`config.mk`:
```
export PLATFORM = sky130hd
export DESIGN_NAME = wb_arbiter
export DESIGN_NICKNAME = d
export VERILOG_FILES = /design/src/rtl/wb_arbiter_pkg.sv /design/src/rtl/wb_fifo.sv /design/src/rtl/wb_arbiter.sv
export SDC_FILE = /design/constraint.sdc
export NUM_CORES = 1
export LEC_CHECK = 0
export ABC_AREA = 1
export BUFFER_PORTS_ARGS = -buffer_cell sky130_fd_sc_hd__clkbuf_2
export CAP_MARGIN = 20
export CORE_UTILIZATION = 49
export DETAILED_ROUTE_END_ITERATION = 10
export PLACE_DENSITY = 0.74
export SLEW_MARGIN = 20
export SYNTH_ARGS = -nofsm -noshare
export SYNTH_HDL_FRONTEND = slang
export SYNTH_HIERARCHICAL = 1
export SYNTH_SLANG_ARGS = --single-unit
```
`constraint.sdc`:
```
create_clock -name clk -period 2.7 [get_ports clk]
set_input_delay 0.54 -clock clk [delete_from_list [all_inputs] [get_ports clk]]
set_output_delay 0.54 -clock clk [all_outputs]
set_load 0.01 [all_outputs]
```
`src/rtl/wb_arbiter_pkg.sv`:
```
// Shared widths and the write-request record used by the writeback arbiter and its result buffer.
package wb_arbiter_pkg;

  localparam int REG_ADDR_W = 5;
  localparam int DATA_W     = 32;

  typedef struct packed {
    logic                  valid;
    logic [REG_ADDR_W-1:0] addr;
    logic [DATA_W-1:0]     data;
  } wr_req_t;

endpackage

```
`src/rtl/wb_fifo.sv`:
```
// Mul/div result buffer: in-order FIFO with per-entry valid bits, invalidate-by-address and a busy scoreboard.
// Push must only be asserted when not full and pop only when not empty; both visible on head/busy next cycle.
module wb_fifo
  import wb_arbiter_pkg::*;
#(
  parameter int DEPTH = 2
) (
  input  logic                  clk,
  input  logic                  reset,
  input  logic                  push,
  input  logic [REG_ADDR_W-1:0] push_addr,
  input  logic [DATA_W-1:0]     push_data,
  input  logic                  pop,
  input  logic                  inv,
  input  logic [REG_ADDR_W-1:0] inv_addr,
  output wr_req_t               head,
  output logic                  full,
  output logic                  empty,
  output logic [31:0]           busy
);

  localparam int PTR_W = (DEPTH > 1) ? $clog2(DEPTH) : 1;
  localparam int CNT_W = PTR_W + 1;

  logic [REG_ADDR_W-1:0] addr_q [DEPTH];
  logic [DATA_W-1:0]     data_q [DEPTH];
  logic [DEPTH-1:0]      vld_q;
  logic [PTR_W-1:0]      rd_ptr;
  logic [PTR_W-1:0]      wr_ptr;
  logic [CNT_W-1:0]      count;

  assign full  = (count == CNT_W'(DEPTH));
  assign empty = (count == '0);

  always_comb begin
    head.valid = vld_q[rd_ptr];
    head.addr  = addr_q[rd_ptr];
    head.data  = data_q[rd_ptr];
  end

  always_comb begin
    busy = '0;
    for (int i = 0; i < DEPTH; i++) begin
      if (vld_q[i]) busy[addr_q[i]] = 1'b1;
    end
    busy[0] = 1'b0;
  end

  // Payload needs no reset: an entry is only observed through its valid bit.
  always_ff @(posedge clk) begin
    if (push) begin
      addr_q[wr_ptr] <= push_addr;
      data_q[wr_ptr] <= push_data;
    end
  end

  always_ff @(posedge clk or negedge reset) begin
    if (!reset) begin
      vld_q  <= '0;
      rd_ptr <= '0;
      wr_ptr <= '0;
      count  <= '0;
    end else begin
      // A younger ALU write to the same register kills every older buffered result.
      for (int i = 0; i < DEPTH; i++) begin
        if (inv && vld_q[i] && addr_q[i] == inv_addr) vld_q[i] <= 1'b0;
      end
      if (pop) begin
        vld_q[rd_ptr] <= 1'b0;
        rd_ptr        <= rd_ptr + PTR_W'(1);
      end
      if (push) begin
        vld_q[wr_ptr] <= 1'b1;
        wr_ptr        <= wr_ptr + PTR_W'(1);
      end
      case ({push, pop})
        2'b10:   count <= count + CNT_W'(1);
        2'b01:   count <= count - CNT_W'(1);
        default: count <= count;
      endcase
    end
  end

endmodule

```
`src/rtl/wb_arbiter.sv`:
```
// Register-file writeback arbiter: ALU writes win, mul/div results buffered in wb_fifo; 1-cycle registered output.
// md_ready = buffer not full; optional WB_FWD_EN adds fwd_* bypass of the write being selected this cycle.
module wb_arbiter
  import wb_arbiter_pkg::*;
#(
  parameter int FIFO_DEPTH = 2
) (
  input  logic                  clk,
  input  logic                  reset,
  input  logic                  alu_wr,
  input  logic [REG_ADDR_W-1:0] alu_addr,
  input  logic [DATA_W-1:0]     alu_data,
  input  logic                  md_valid,
  output logic                  md_ready,
  input  logic [REG_ADDR_W-1:0] md_addr,
  input  logic [DATA_W-1:0]     md_data,
  output logic                  wr,
  output logic [REG_ADDR_W-1:0] addr3,
  output logic [DATA_W-1:0]     data3,
  output logic [31:0]           busy
`ifdef WB_FWD_EN
  ,
  output logic                  fwd_valid,
  output logic [REG_ADDR_W-1:0] fwd_addr,
  output logic [DATA_W-1:0]     fwd_data
`endif
);

  wr_req_t head;
  wr_req_t sel;
  logic    full;
  logic    empty;
  logic    alu_sel;
  logic    push;
  logic    pop;

  assign alu_sel  = alu_wr && (alu_addr != '0);
  assign md_ready = !full;
  // Zero-destination results are accepted and dropped rather than buffered.
  assign push     = md_valid && md_ready && (md_addr != '0);
  assign pop      = !alu_sel && !empty;

  always_comb begin
    sel.valid = alu_sel || (pop && head.valid);
    sel.addr  = alu_sel ? alu_addr : head.addr;
    sel.data  = alu_sel ? alu_data : head.data;
  end

  wb_fifo #(.DEPTH(FIFO_DEPTH)) u_fifo (
    .clk       (clk),
    .reset     (reset),
    .push      (push),
    .push_addr (md_addr),
    .push_data (md_data),
    .pop       (pop),
    .inv       (alu_sel),
    .inv_addr  (alu_addr),
    .head      (head),
    .full      (full),
    .empty     (empty),
    .busy      (busy)
  );

  always_ff @(posedge clk or negedge reset) begin
    if (!reset) begin
      wr    <= 1'b0;
      addr3 <= '0;
      data3 <= '0;
    end else begin
      wr <= sel.valid;
      if (sel.valid) begin
        addr3 <= sel.addr;
        data3 <= sel.data;
      end
    end
  end

`ifdef WB_FWD_EN
  assign fwd_valid = sel.valid;
  assign fwd_addr  = sel.addr;
  assign fwd_data  = sel.data;
`endif

endmodule

```
==> impl_metrics.toml <==
[outcome]
status = "finished, final reports clean"

[sta]
rsz0062_at_grt = "no"
fin_crit_sh = 0.856
tns_ns = 0
worst_pin_slew_ns = 1.00
period_needed_ns = 2.31
setup_viol = 0
drv_slew = 0
hold_viol_final = 0
fin_skew_ns = 0.00751
relSlewSlack = 0.331
fmaxAchievable_mhz = 433

[synthesis]
synth_most_common_cell = "nand2_1"
syn_nets = 776
synth.distinct_cells = 28
synthCells = 697
ys_warn_count = 6
synth.avg_cell_area_sq_um = 8.68
ys_top_cells_by_count = "318 x nand2_1, 74 x edfxtp_1, 61 x nand3_1, 53 x inv_1, 44 x dfrtp_1"
yosys-top-cells-area = "edfxtp_1 37%, nand2_1 20%, dfrtp_1 18%, nand3_1 5.0%, nand3_2 4.8%"
synth-seq-cells = 118
async_flop_share = 0.373
netlist_area_sq_um = 6050
synth_edf_count = 74
ys_seq_area_frac = 0.549
synth_flop_cell = "edfxtp_1"
synth_area_leader_cell = "edfxtp_1"
netlist.area_leader.share = 0.367

[clocking]
cts_tree = "done"
clk_latency_ns = 0.40
numCtsBuffers = 17
cts-hold-fix-buffers = 0
cts_root_buf = "clkbuf_16"
clock_path_buffers = 2
htree_levels = 4
cts_setup_buffers = 0
cts.reportedPaths.clkPinSlew_ns = 0.05
postCtsResizedCells = 0
clock-sinks = 118

[hold_path]
min_path_type = "in2async"

[setup_path]
critPathRequiredTime_ns = 2.16
r2r_slack_ns = 0.90
reg2reg_to = "u_fifo/data_q[0][7]$_DFFE_PP_"
critPathMaxFanout = 7
cp_data_arrival_time_ns = 1.77
rr_startpoint = "u_fifo/count[1]$_DFFE_PN0P_"
cp-startpoint = "u_fifo/addr_q[0][1]$_DFFE_PP_"
worstSetupEndpoint = "busy[20]"
endpoint_kind = "primary output"
crit_path_start_kind = "flip-flop"
r2r_cells = 8
worstSetupPathType = "reg2out"

[job]
maxCapViolCount = 0

[grt]
overflow = 0
antenna_found_initial = 0
grt_pass1_wl_um = 22700
first_global_vias = 4585
grt_usage = 0.231
grt_max_degree = 76

[route]
vias = 4975
routedWlPerCell_um = 13.8
viasPerCell = 4.97
first_pass_iters = 5
drc = 0
drt_wl_total_um = 13800
drtIter0Drc = 428
ant_nets = 0

[finish]
area_delta_synth_final_pct = 22.9
nFillCells = 1065
layout.nets = 921
finalInstanceArea_sq_um = 7440
antenna_cells = 0
post_route_cells_drive_above_1_share = 0.281
instances_no_fill = 1002

[placed_design]
placed_area_sq_um = 6870
place.detailed.hpwl_um = 9750
gp_congestion = 0.893
io_buffers = 147
dp.cells = 970

[die]
die_w_um = 113
die_area_sq_um = 12800
coreArea_sq_um = 12000
start_util = 0.504
die_h_um = 113
io_pins = 149
num_rows = 40

[power_and_ir_drop]
power.density_nw_per_um2 = 1030
vdd_drop_max_v = 0.000603
power_uw = 7670
cellLeakagePower_uw = 0.00367
[how the worst min path moves through the flow]
stage | start | endpoint | cells past startpoint
6_report | reset | data3[17]$_DFFE_PN0P_ | 1
5_1_grt | reset | data3[14]$_DFFE_PN0P_ | 1
4_1_cts | reset | data3[14]$_DFFE_PN0P_ | 1
3_5_place_dp | data3[24]$_DFFE_PN0P_ | data3[24]$_DFFE_PN0P_ | 2
3_3_place_gp | data3[11]$_DFFE_PN0P_ | data3[11]$_DFFE_PN0P_ | 2
2_1_floorplan | reset | addr3[0]$_DFFE_PN0P_ | 0
[report_power, final]
group / switching [uW] / internal (uW) / total, uW / leakage [uW]
clock network: 750 / 1390 / 2140 / 0.000273
logic: 1770 / 911 / 2680 / 0.00221
registers: 333 / 2510 / 2850 / 0.00119
total: 2860 / 4820 / 7670 / 0.00367
[logic make-up after synthesis]
family,share of synthesized area
adder cells (fa/ha/maj),0.00207
flip-flops,0.549
buffers and inverters,0.0786
XOR/XNOR,0.00434
AND/OR/NAND/NOR,0.331
other,0.000620
AO/OA/AOI/OAI,0.0343
[flip-flops by register name, indices dropped and copies added (netlist names)]
register	count
u_fifo/data_q	64
data3	32
addr3	5
u_fifo/vld_q	2
u_fifo/wr_ptr	1
u_fifo/addr_q	10
wr	1
u_fifo/rd_ptr	1
u_fifo/count	2
[layout by cell type, fill, tap and decap left out, drive strengths merged]
cell type  instances
clkbuf           168
nand2            319
bufinv             2
nor3              13
xor2               2
o21ai             38
a21oi              2
xnor2              1
ha                 1
a21boi             1
edfxtp            74
buf               12
conb               1
clkinv             7
inv               62
nor2              16
nand3             90
dfrtp             44
clkinvlp           2
[metrics by stage]
step / hold slack (ns) / worst slack [ns] / utilization
2_1_floorplan: 0.244 / 0.511 / -
3_3_place_gp: 0.498 / 0.619 / 0.572
3_5_place_dp: 0.502 / 0.590 / 0.572
4_1_cts: 0.194 / 0.397 / 0.619
5_1_grt: 0.218 / 0.285 / 0.619
6_report: 0.181 / 0.389 / 0.619
[critical path, cell delays in order, from the launching register on]
cell	delay (ns)
edfxtp_1	0.50
nor3_2	0.50
nand2_1	0.10
o21ai_0	0.10
clkbuf_2	0.17
[layout make-up]
| cell class | instances | area, sq um | area share |
|---|---|---|---|
| timing repair buffer | 159 | 851 | 0.114 |
| clock buffer | 21 | 460 | 0.0619 |
| inverter | 62 | 235 | 0.0316 |
| clock inverter | 11 | 109 | 0.0146 |
| tap | 147 | 184 | 0.0247 |
| sequential | 118 | 3320 | 0.447 |
| multi-input combinational | 484 | 2280 | 0.306 |
[metal layers]
metal  GRT usage  wire length [um]  up-vias
met2       0.361              6330      192
met5           0                 0        -
met3      0.0696              1030       10
li1            -                 -     2536
met1       0.315              6340     2237
met4      0.0623               125        0
No activity file was read; power rests on OpenSTA's default activity.
